$ cat src/rtl/sprite_pkg.sv
// Shared types and constants for the sprite position generator.
// Holds the spawn FSM states, LFSR taps, default geometry and the bounce step.
package sprite_pkg;

  typedef enum logic [1:0] {
    ST_IDLE,
    ST_DRAW_X,
    ST_DRAW_Y,
    ST_PEND
  } spawn_state_t;

  // Fibonacci taps 16,14,13,11 expressed as bit positions 15,13,12,10.
  localparam logic [15:0] LFSR_TAPS  = 16'hB400;
  localparam logic [15:0] SEED_SUBST = 16'hACE1;
  localparam logic [3:0]  MAX_REJECTS = 4'd8;

  localparam int DEF_SCREEN_W = 1280;
  localparam int DEF_SCREEN_H = 720;
  localparam int DEF_SPRITE_W = 256;
  localparam int DEF_SPRITE_H = 256;

  typedef struct packed {
    logic signed [11:0] pos;
    logic signed [3:0]  vel;
  } axis_t;

  function automatic logic [15:0] lfsr_next(input logic [15:0] q);
    return {q[14:0], ^(q & LFSR_TAPS)};
  endfunction

  // One frame of motion on one axis: clamp to [0, lim] and reflect on contact.
  function automatic axis_t axis_step(input logic signed [11:0] pos,
                                      input logic signed [3:0]  vel,
                                      input logic signed [11:0] lim);
    axis_t r;
    logic signed [11:0] sum;
    sum   = pos + {{8{vel[3]}}, vel};
    r.pos = sum;
    r.vel = vel;
    if (sum < 0) begin
      r.pos = '0;
      r.vel = -vel;
    end else if (sum > lim) begin
      r.pos = lim;
      r.vel = -vel;
    end
    return r;
  endfunction

endpackage

$ cat src/rtl/lfsr_16.sv
// Free-running 16-bit Fibonacci LFSR; a zero seed is swapped for a safe constant
// so the register can never lock up in the all-zero state.
module lfsr_16
  import sprite_pkg::*;
(
  input  logic        clk_pixel,
  input  logic        rst,
  input  logic [15:0] seed,
  output logic [15:0] q
);

  logic [15:0] seed_eff;

  assign seed_eff = (seed == 16'h0000) ? SEED_SUBST : seed;

  always_ff @(posedge clk_pixel or posedge rst) begin
    if (rst) q <= seed_eff;
    else     q <= lfsr_next(q);
  end

endmodule

$ cat src/rtl/sprite_pos_gen.sv
// Spawns sprites at random on-screen positions and optionally bounces them,
// committing every output change only on the new-frame strobe.
//
// state     | meaning
// IDLE      | waiting for a trigger rise
// DRAW_X    | drawing an x that keeps the sprite on screen
// DRAW_Y    | drawing y, pop variant and velocity
// PEND      | staged values wait for the next frame strobe
module sprite_pos_gen
  import sprite_pkg::*;
#(
  parameter int          NUM_SPRITES = 4,
  parameter int          SCREEN_W    = DEF_SCREEN_W,
  parameter int          SCREEN_H    = DEF_SCREEN_H,
  parameter int          SPRITE_W    = DEF_SPRITE_W,
  parameter int          SPRITE_H    = DEF_SPRITE_H,
  parameter logic [15:0] SEED        = 16'hDF4B
) (
  input  logic                         clk_pixel_in,
  input  logic                         rst_in,
  input  logic                         trigger_in,
  input  logic                         mode_in,
  input  logic                         nf_in,
  output logic [NUM_SPRITES-1:0][10:0] x_out,
  output logic [NUM_SPRITES-1:0][9:0]  y_out,
  output logic [NUM_SPRITES-1:0]       pop_out,
  output logic                         busy_out
);

  localparam int X_MAX = SCREEN_W - SPRITE_W;
  localparam int Y_MAX = SCREEN_H - SPRITE_H;
  localparam logic signed [11:0] X_LIM = 12'(X_MAX);
  localparam logic signed [11:0] Y_LIM = 12'(Y_MAX);
  localparam int IDX_W = (NUM_SPRITES > 1) ? $clog2(NUM_SPRITES) : 1;
  localparam logic [IDX_W-1:0] IDX_LAST = IDX_W'(NUM_SPRITES - 1);

  logic [15:0]       lfsr_q;
  logic              trig_r, trig_d, rise;
  spawn_state_t      state;
  logic [3:0]        rej_cnt;
  logic [IDX_W-1:0]  idx;
  logic [10:0]       cand_x, x_fold, stg_x;
  logic [9:0]        cand_y, y_fold, stg_y;
  logic              x_ok, y_ok, stg_pop, commit;
  logic [3:0]        mag;
  logic signed [3:0] vx_draw, vy_draw, stg_vx, stg_vy;
  logic signed [3:0] vx [NUM_SPRITES];
  logic signed [3:0] vy [NUM_SPRITES];
  axis_t             x_nxt [NUM_SPRITES];
  axis_t             y_nxt [NUM_SPRITES];
  logic              unused_lfsr_hi, unused_pos_msb;

  lfsr_16 u_lfsr (
    .clk_pixel (clk_pixel_in),
    .rst       (rst_in),
    .seed      (SEED),
    .q         (lfsr_q)
  );

  assign unused_lfsr_hi = ^lfsr_q[15:11];

  always_ff @(posedge clk_pixel_in or posedge rst_in) begin
    if (rst_in) begin
      trig_r <= 1'b0;
      trig_d <= 1'b0;
    end else begin
      trig_r <= trigger_in;
      trig_d <= trig_r;
    end
  end

  assign rise    = trig_r & ~trig_d;
  assign cand_x  = lfsr_q[10:0];
  assign cand_y  = lfsr_q[9:0];
  assign x_ok    = $signed({1'b0, cand_x}) <= X_LIM;
  assign y_ok    = $signed({2'b00, cand_y}) <= Y_LIM;
  assign x_fold  = 11'(32'(cand_x) % (X_MAX + 1));
  assign y_fold  = 10'(32'(cand_y) % (Y_MAX + 1));
  assign mag     = {2'b00, lfsr_q[2:1]} + 4'd1;
  assign vx_draw = lfsr_q[3] ? -mag : mag;
  assign vy_draw = lfsr_q[4] ? -mag : mag;
  assign commit  = (state == ST_PEND) && nf_in;

  always_ff @(posedge clk_pixel_in or posedge rst_in) begin
    if (rst_in) begin
      state    <= ST_IDLE;
      rej_cnt  <= '0;
      idx      <= '0;
      stg_x    <= '0;
      stg_y    <= '0;
      stg_pop  <= 1'b0;
      stg_vx   <= 4'sd1;
      stg_vy   <= 4'sd1;
      busy_out <= 1'b0;
    end else begin
      case (state)
        ST_IDLE: if (rise) begin
          state    <= ST_DRAW_X;
          rej_cnt  <= '0;
          busy_out <= 1'b1;
        end
        ST_DRAW_X: begin
          if (x_ok || rej_cnt == MAX_REJECTS) begin
            stg_x   <= x_ok ? cand_x : x_fold;
            rej_cnt <= '0;
            state   <= ST_DRAW_Y;
          end else begin
            rej_cnt <= rej_cnt + 4'd1;
          end
        end
        ST_DRAW_Y: begin
          if (y_ok || rej_cnt == MAX_REJECTS) begin
            stg_y   <= y_ok ? cand_y : y_fold;
            stg_pop <= lfsr_q[0];
            stg_vx  <= vx_draw;
            stg_vy  <= vy_draw;
            rej_cnt <= '0;
            state   <= ST_PEND;
          end else begin
            rej_cnt <= rej_cnt + 4'd1;
          end
        end
        ST_PEND: if (nf_in) begin
          idx      <= (idx == IDX_LAST) ? '0 : idx + 1'b1;
          state    <= ST_IDLE;
          busy_out <= 1'b0;
        end
        default: begin
          state    <= ST_IDLE;
          busy_out <= 1'b0;
        end
      endcase
    end
  end

  always_comb begin
    for (int ch = 0; ch < NUM_SPRITES; ch++) begin
      x_nxt[ch] = axis_step($signed({1'b0, x_out[ch]}), vx[ch], X_LIM);
      y_nxt[ch] = axis_step($signed({2'b00, y_out[ch]}), vy[ch], Y_LIM);
    end
  end

  // Clamped positions never exceed the screen limits, so these MSBs stay zero.
  always_comb begin
    unused_pos_msb = 1'b0;
    for (int ch = 0; ch < NUM_SPRITES; ch++)
      unused_pos_msb = unused_pos_msb ^ x_nxt[ch].pos[11] ^ (^y_nxt[ch].pos[11:10]);
  end

  always_ff @(posedge clk_pixel_in or posedge rst_in) begin
    if (rst_in) begin
      for (int ch = 0; ch < NUM_SPRITES; ch++) begin
        x_out[ch]   <= '0;
        y_out[ch]   <= '0;
        pop_out[ch] <= 1'b0;
        vx[ch]      <= 4'sd1;
        vy[ch]      <= 4'sd1;
      end
    end else if (nf_in) begin
      for (int ch = 0; ch < NUM_SPRITES; ch++) begin
        if (commit && idx == IDX_W'(ch)) begin
          x_out[ch]   <= stg_x;
          y_out[ch]   <= stg_y;
          pop_out[ch] <= stg_pop;
          vx[ch]      <= stg_vx;
          vy[ch]      <= stg_vy;
        end else if (mode_in) begin
          x_out[ch] <= x_nxt[ch].pos[10:0];
          y_out[ch] <= y_nxt[ch].pos[9:0];
          vx[ch]    <= x_nxt[ch].vel;
          vy[ch]    <= y_nxt[ch].vel;
        end
      end
    end
  end

endmodule

$ cat config.mk
export PLATFORM = sky130hd
export DESIGN_NAME = sprite_pos_gen
export DESIGN_NICKNAME = d
export VERILOG_FILES = /design/src/rtl/sprite_pkg.sv /design/src/rtl/lfsr_16.sv /design/src/rtl/sprite_pos_gen.sv
export SDC_FILE = /design/constraint.sdc
export NUM_CORES = 1
export LEC_CHECK = 0
export BUFFER_PORTS_ARGS = -buffer_cell sky130_fd_sc_hd__buf_2
export CAP_MARGIN = 10
export CORE_ASPECT_RATIO = 1.25
export CORE_MARGIN = 10
export CORE_UTILIZATION = 40
export CTS_CLUSTER_SIZE = 25
export DETAILED_ROUTE_END_ITERATION = 6
export SLEW_MARGIN = 20
export SYNTH_ARGS = -nofsm -noshare
export SYNTH_HDL_FRONTEND = slang
export SYNTH_SLANG_ARGS = --single-unit
$ cat constraint.sdc
create_clock -name clk_pixel_in -period 13.4 [get_ports clk_pixel_in]
set_input_delay 2.01 -clock clk_pixel_in [delete_from_list [all_inputs] [get_ports clk_pixel_in]]
set_output_delay 2.01 -clock clk_pixel_in [all_outputs]
set_load 0.02 [all_outputs]
======== Word-level counts from Yosys, hierarchy flattened ========
Index checks and enable logic that the tools add are counted.
word-level totals
  register bits ........................... 177
  bits in latches ......................... 0
  RAM bits ................................ 0
  bits in read-only memories .............. 0
  output and inout port bits .............. 89
  logic and storage cells ................. 196
  memories kept ........................... 0
cells by class
  $add $sub $neg .......................... 20
  $mul .................................... 0
  div/mod/pow operators ................... 2
  order comparisons ....................... 18
  equality and inequality tests ........... 11
  shift operators ......................... 0
  multiplexer cells ....................... 65
  bitwise logic cells ..................... 2
  reduce and logical (&&, ||, !) cells .... 46
operators by type and width
  operator                  count
  $mux W15                  8
  $mux W14                  8
  $mux W11                  9
  $lt A12 B1 Y1 const B     8
  $mux W10                  9
  $mux W4                   21
  $add A11 B12 Y12          4
  $add A11 B4 Y12           4
  $gt A12 B10 Y1 const B    4
  $gt A12 B12 Y1 const B    4
  $mod A10 B9 Y32 const B   1
  $mod A11 B11 Y32 const B  1
  $neg A4 Y4                8
  $reduce_and A3 Y1         9
  $reduce_bool A3 Y1        9
  $reduce_and A2 Y1         12
  $reduce_xor A16 Y1        1
  $pmux W4 S3               1
  $le A11 B11 Y1 const B    1
  $le A10 B9 Y1 const B     1
  $mux W2                   5
  $reduce_bool A2 Y1        5
  $eq A2 B2 Y1 const B      4
  $ne A2 B2 Y1 const B      4
  other kinds (15)          23

======== Logic depth before layout (Yosys ltp) ========
Gate-level depths: netlist (run 1).
  depth in word-level cells ............... 6
  gate-level depth with buffers ........... 13
  gate-level depth less buffers ........... 13

======== Worst setup path before layout (run 1) ========
No wires, ideal clock.
  path kind ............................... input-to-reg
  from .................................... in nf_in
  to ...................................... reg x_out[25] (netlist bit)
  setup time .............................. 0.077 ns
  arrival ................................. 3.382 ns
  setup slack ............................. 9.941 ns
  stages .................................. 7
  cell sequence ........................... clkbuf_1 and2_1 clkbuf_1 clkbuf_1 clkbuf_1 nand3_1 a21oi_1
on the way
  word-level cells in the longest chain between the ends .. 4
RTL lines
  item                             line                   RTL
  from (decl)                      sprite_pos_gen.sv:23   input logic nf_in,
  $logic_and A1 B1 Y1              sprite_pos_gen.sv:82   assign commit = (state == ST_PEND) && nf_in;
  $logic_and A1 B1 Y1              sprite_pos_gen.sv:161  if (commit && idx == IDX_W'(ch)) begin
  $reduce_bool A2 Y1 (no line)     -
  $reduce_and A2 Y1 (no line)      -
  to (signal, indexed assignment)  sprite_pos_gen.sv:162  x_out[ch] <= stg_x;
  to (signal, indexed assignment)  sprite_pos_gen.sv:168  x_out[ch] <= x_nxt[ch].pos[10:0];
  to (decl)                        sprite_pos_gen.sv:24   output logic [NUM_SPRITES-1:0][10:0] x_out,
Parallel ways exist; a longest one is shown, timed or not.
A chain may end at the register's enable or synchronous reset.

======== Final worst setup path (run 1) ========
  from .................................... reg u_lfsr.q[2]
  to ...................................... reg stg_y[5]
on the way
  word-level cells in the longest chain between the ends .. 3
RTL lines
  item                                                                     line                   RTL
  from (decl)                                                              lfsr_16.sv:9           output logic [15:0] q
  from (signal assigned)                                                   lfsr_16.sv:18          else q <= lfsr_next(q);
  parallel branches: the longest is 3 deep, another holds $mod A10 B9 Y32  -
  to (signal assigned)                                                     sprite_pos_gen.sv:113  stg_y <= y_ok ? cand_y : y_fold;
  to (decl)                                                                sprite_pos_gen.sv:43   logic [9:0] cand_y, y_fold, stg_y;
Several ways; the timed one is not identified.

==> metrics.cfg, run 1 <==
[yosys]
synth-seq-cells=176
yosysUniqueCellTypes=78
synthFlopType=dfrtp_1
synth_compound_area_frac=0.246
synth_top_family_by_area=compound AO/OA/AOI/OAI gates
synthMuxAreaShare=0.00763
synth_fa_ha_area_frac=0.123
synth.yosys.seq_area_share=0.333
synth_edf_count=0
ys_warn_count=0
synth.avg_cell_area_sq_um=8.47
synth.area.top_cells=dfrtp_1 (29%), ha_1 (11%), a21oi_1 (5.0%), nor2_1 (4.7%), o21ai_0 (4.4%)
yosysTopAreaCell=dfrtp_1
synth_xor_area_frac=0.0600
async_flop_share=1.00
syn_nets=1700
yosys.area_share.simple=0.186
syn_area_sq_um=13300
synth_top_area_frac=0.294
synth_cells=1569

[timing]
hold_violations=0
setup-tns-final_ps=0
grt_setup_unrepaired=no
tightest_slew_ps=976
setup_ws_ps=9500
period_share=0.291
finClkSkew_ps=16.4
period_minus_slack_ps=3900
max_freq_mhz=257
setup_viol=0
drv_slew=0
relSlewSlack=0.349

[floorplan]
rows=74
coreArea_sq_um=32800
die_w_um=183
die-area_sq_um=41000
start_util=0.405
top_level_ports=94
die_h_um=224

[setup_path]
rr_worst_depth=13
worstPathMaxFanout=11
crit_type=reg -> reg
cp_data_required_time_ps=13680
cp-start-kind=register
end_kind=register
cp.arrival_ps=4180

[detailed_routing]
drtPass1Iterations=6
drt_iter0_drc=832
vias=11900
drc=0
wire_per_inst_um=18.7
vias_per_cell=5.80
totalWireLength_um=38500
ant_nets=0

[placed_design]
dp_hpwl_um=28200
io_buffers=93
dp_cells=2025
gp_routability_congestion=0.934
pre_cts_ws_ps=9070

[hold_path]
hold_path.class=reg -> reg
min_path_cells=0

[clocking]
postCtsResizedCells=0
cts_tree=built
path_clk_slew_ps=80
cts_hold_buf=0
cts_inserted_buffers=17
worstSkewPairLatency_ps=440
clockBufferDepth=2
root_buffer=clkbuf_16
post_cts_buffers=0
cts_htree_levels=4
clock-sinks=176

[finish]
drive_above_1_share=0.113
fin_util=0.448
final_common_cell=nor2_1
nets=1757
antennaDiodeCount=0
final_cell_mix=nor2_1 (168), dfrtp_1 (156), a21oi_1 (134), ha_1 (118), o21ai_0 (117)
syn2layout_area_growth_pct=10.4
layoutNonFillerInstCount=2057

[status]
status=finished clean

[grt]
grt_start_max_net_pins=105
first_global_vias=11700
track_usage=0.186
gr-total-overflow=0
grt_pass1_wl_um=62800
antenna_found_initial=0

[job]
drv_cap=0

[pwr]
peakVddDrop_mv=0.0753
cellLeakagePower_uw=0.00679
p_per_area_nw_per_um2=254
p_total_uw=3720

through the flow:
stage          instance area [sq um]  hold WS, ps
2_1_floorplan                  13300          345
3_3_place_gp                   14100          346
3_5_place_dp                   14100          348
4_1_cts                        14700          350
5_1_grt                        14700          348
6_report                       14700          349
power breakdown:
part | internal [uW] | switching, uW | total [uW]
clock | 244 | 237 | 481
sequential | 704 | 217 | 920
combinational | 948 | 1370 | 2320
total | 1900 | 1830 | 3720
metal layers:
| metal | wire, um | up-vias | track usage |
|---|---|---|---|
| met2 | 19100 | 259 | 0.324 |
| met4 | 909 | 0 | 0.0572 |
| met1 | 17000 | 5781 | 0.233 |
| met5 | 0 | - | 0 |
| li1 | - | 5842 | - |
| met3 | 1620 | 52 | 0.0253 |
logic make-up (layout without fill, tap and decap cells):
logic type	count (synthesis)	in the layout
simple gates	519	519
compound gates	499	499
buf+inv	149	219
mux	9	9
flops	176	176
fa+ha+maj	126	126
xor+xnor	91	91
layout make-up:
type                            instances  area, sq um
Sequential cell                       176         4430
Clock buffer                           18          429
Multi-Input combinational cell       1244         8310
Fill cell                            3274        18100
Tap cell                              418          523
Inverter                               85          324
Timing Repair Buffer                  102          533
Clock inverter                         14          125
path summary, 6_finish.rpt:
kind / startpoint / end / slack [ps]
max: u_lfsr.q[2]$_DFF_PP0_ / stg_y[5]$_DFFE_PP0P_ / 9500
min: u_lfsr.q[11]$_DFF_PP1_ / u_lfsr.q[12]$_DFF_PP1_ / 350
max reg2reg: u_lfsr.q[2]$_DFF_PP0_ / stg_y[5]$_DFFE_PP0P_ / 9500
min reg2reg: u_lfsr.q[11]$_DFF_PP1_ / u_lfsr.q[12]$_DFF_PP1_ / 350
max in group asynchronous: rst_in / y_out[30]$_DFFE_PP0P_ / 10050
min in group asynchronous: rst_in / y_out[12]$_DFFE_PP0P_ / 1750
worst max-delay path, stage by stage, from the launching register on:
cell and delay (ps):
dfrtp_1 570, inv_1 230, ha_1 260, or4_1 450, a21oi_1 280, nor2_1 70
ha_1 280, nand3b_1 160, o41ai_1 580, o21ai_2 250, a21o_1 230, a21oi_1 140
xnor2_1 140, o21ai_0 90
synth_stat cells, drive strengths merged, types with 8 or more instances:
library cell	n
a221oi	18
a21boi	8
nor2b	16
inv	85
and2	16
nor2	168
or3	9
nor3	47
fa	8
xnor2	66
nand2	113
a21oi	134
a22oi	9
or4	13
nor4	15
o31ai	13
buf	13
a31oi	14
ha	118
dfstp	20
o21a	31
nand3	63
o21ai	123
dfrtp	156
o211ai	11
and3	26
a211oi	17
clkbuf	51
a21o	26
nand2b	8
xor2	25
a221o	17
o31a	9
registers in the layout (all words and copies together), names as in the netlist:
signal / flops
stg_x: 11
rej_cnt: 4
stg_y: 10
u_lfsr.q: 16
y_out: 40
state: 2
busy_out: 1
trig_d: 1
idx: 2
vx: 16
stg_pop: 1
pop_out: 4
stg_vy: 3
vy: 16
trig_r: 1
x_out: 44
stg_vx: 4
Note: power is estimated with default switching activity, not from simulation.
==> run 2: changes to the inputs <==
--- a/config.mk
+++ b/config.mk
@@ -5,6 +5,7 @@
 export SDC_FILE = /design/constraint.sdc
 export NUM_CORES = 1
 export LEC_CHECK = 0
+export ABC_AREA = 1
 export BUFFER_PORTS_ARGS = -buffer_cell sky130_fd_sc_hd__buf_2
 export CAP_MARGIN = 10
 export CORE_ASPECT_RATIO = 1.25
==> constraint.sdc (replaced) <==
create_clock -name clk_pixel_in -period 3.4 [get_ports clk_pixel_in]
set_input_delay 0.51 -clock clk_pixel_in [delete_from_list [all_inputs] [get_ports clk_pixel_in]]
set_output_delay 0.51 -clock clk_pixel_in [all_outputs]
set_load 0.02 [all_outputs]
==> run 2 against run 1 <==
  * Non-clock buffer count up 7
  * Routed wire length up 12%
  * Final area up 7.8%
  * Highest routed layer unchanged
  * Via count up 13%
  * Largest cell class unchanged
==> metrics.cfg, run 2 <==
[status]
status=finished clean

[hold_path]
hold_path_end=trig_r$_DFF_PP0_
hold_path.startpoint=trigger_in
hold_path.class=in -> reg
min_path_cells=1

[finish]
final_common_cell=nand2_1
syn2layout_area_growth_pct=11.2
largestRegisters=x_out (44), y_out (40)
final_cell_mix=nand2_1 (588), inv_1 (277), nand3_1 (203), dfrtp_1 (156), nor2_1 (128)
multi_input_area_sq_um=8510
largest_reg_flops=44
nets=2243
drive_above_1_share=0.0998
fin_util=0.448
top_register=x_out
layoutNonFillerInstCount=2599
nFillCells=3684
register_area_sq_um=4430

[yosys]
synth.avg_cell_area_sq_um=7.04
syn_nets=2151
synth_cells=2019
yosys.area_share.simple=0.312
synth_edf_count=0
syn_area_sq_um=14200
synth_top_family_by_area=simple AND/OR/NAND/NOR gates
synth_xor_area_frac=0.0591
synth_compound_area_frac=0.111
synth_top_area_frac=0.275
synth.yosys.seq_area_share=0.311
synthFlopType=dfrtp_1
synth-seq-cells=176
async_flop_share=1.00
synth.area.top_cells=dfrtp_1 (27%), nand2_1 (16%), ha_1 (10%), inv_1 (7.3%), nand3_1 (7.1%)
yosysUniqueCellTypes=49
synth_fa_ha_area_frac=0.116
ys_warn_count=0
synth_common_cells=nand2_1 (588), inv_1 (278), nand3_1 (203)
synth_most_common_cell=nand2_1
synthMuxAreaShare=0
yosysTopAreaCell=dfrtp_1

[detailed_routing]
drtPass1Iterations=5
vias=13500
drc=0
ant_nets=0
vias_per_cell=5.19
totalWireLength_um=43300
wire_per_inst_um=16.7
drt_iter0_drc=986

[placed_design]
io_buffers=93
gp_routability_congestion=0.928
dp_hpwl_um=33700
dp_cells=2566

[setup_path]
cp.arrival_ps=3300
end_kind=register
r2r_slack_ps=470
worstPathMaxFanout=8
r2r_start=vx[4]$_DFFE_PP1P_
crit_type=reg -> reg
rr_endpoint=x_out[31]$_DFFE_PP0P_
crit_cells=15
cp_data_required_time_ps=3770
rr_worst_depth=15
cpLargestDelayFamily=adder cells
cp-start-kind=register
cp_slowest_cell=dfstp_2
crit_path_max_incr_delay_ps=560
path_buf_inv=3
worst_path_most_repeated_cell=nand2_1
path_cells=ha_1, inv_1, fa_1, inv_1, a21oi_1, o21ai_1, nand2_1, nand2_1, xor2_1, nand2_1, o21ai_1, nand2_1, inv_2, nand2_1, o21bai_1

[timing]
max_freq_mhz=341
hold_slack_ps=169
grt_setup_unrepaired=no
finClkSkew_ps=14.2
tightest_slew_ps=835
period_minus_slack_ps=2930
setup_viol=0
hold_violations=0
relSlewSlack=0.442
drv_slew=0
setup-tns-final_ps=0
period_share=0.863

[floorplan]
top_level_ports=94
die-area_sq_um=43500
coreArea_sq_um=35300
rows=77
die_w_um=189
die_h_um=231
start_util=0.403

[pwr]
cellLeakagePower_uw=0.00852
p_per_area_nw_per_um2=959
p_total_uw=15200
peakVddDrop_mv=0.309

[clocking]
cts_tree=built
path_clk_slew_ps=80
clock-sinks=176
root_buffer=clkbuf_16
postCtsResizedCells=0
cts_hold_buf=0
cts_inserted_buffers=17
cts_htree_levels=4
worstSkewPairLatency_ps=440
post_cts_buffers=0
clockBufferDepth=2

[grt]
track_usage=0.198
grt_start_max_net_pins=64
antenna_found_initial=1
grt_pass1_wl_um=70000
gr-total-overflow=0
first_global_vias=13400

[job]
drv_cap=0

[run 2: power breakdown]
group	total [uW]	leakage (uW)	switching, uW	internal [uW]
clock	1910	0.000270	945	967
sequential	3530	0.00226	810	2720
combinational	9720	0.00599	6350	3370
[run 2: final cells by class]
cell class	count	share of cell area
antenna	1	0.000158
clock inverter	14	0.00799
tap	474	0.0375
clock buffer	18	0.0271
inverter	292	0.0696
multi-input combinational	1515	0.538
timing repair buffer	109	0.0394
sequential	176	0.280
[run 2: cell families (layout without fill, tap and decap cells)]
kind of cell / after synthesis / in the layout
flip-flops: 176 / 176
adder cells (fa/ha/maj): 127 / 127
AO/OA/AOI/OAI: 270 / 270
XOR/XNOR: 96 / 96
AND/OR/NAND/NOR: 1022 / 1022
other: 0 / 1
buffers and inverters: 328 / 433
[run 2: worst max path at each step]
stage,startpoint,end
finish,vx[4]$_DFFE_PP1P_,x_out[31]$_DFFE_PP0P_
global placement,vx[4]$_DFFE_PP1P_,x_out[31]$_DFFE_PP0P_
floorplan,rst_in,busy_out$_DFFE_PP0P_
global route,vx[4]$_DFFE_PP1P_,x_out[31]$_DFFE_PP0P_
CTS,vx[4]$_DFFE_PP1P_,x_out[30]$_DFFE_PP0P_
detailed placement,vx[4]$_DFFE_PP1P_,x_out[30]$_DFFE_PP0P_
[run 2: worst reg2reg max path, stage by stage, from the launching register on]
cell and delay [ps]:
dfstp_2 560, ha_1 200, inv_1 60, fa_1 410, inv_1 140, a21oi_1 80
o21ai_1 200, nand2_1 80, nand2_1 80, xor2_1 200, nand2_1 90, o21ai_1 170
nand2_1 180, inv_2 190, nand2_1 110, o21bai_1 130
[run 2: stage by stage]
stage | area (sq um) | setup slack, ps
final | 15800 | 467
after floorplan | 14200 | 654
after detailed placement | 15300 | 483
after global routing | 15800 | 158
after CTS | 15800 | 450
after global placement | 15300 | 549
[run 2: per-layer routing]
layer | track usage | wire length [um]
met3 | 0.0256 | 1860
met2 | 0.342 | 21200
met5 | 0 | 0
met1 | 0.240 | 18500
met4 | 0.0902 | 1830
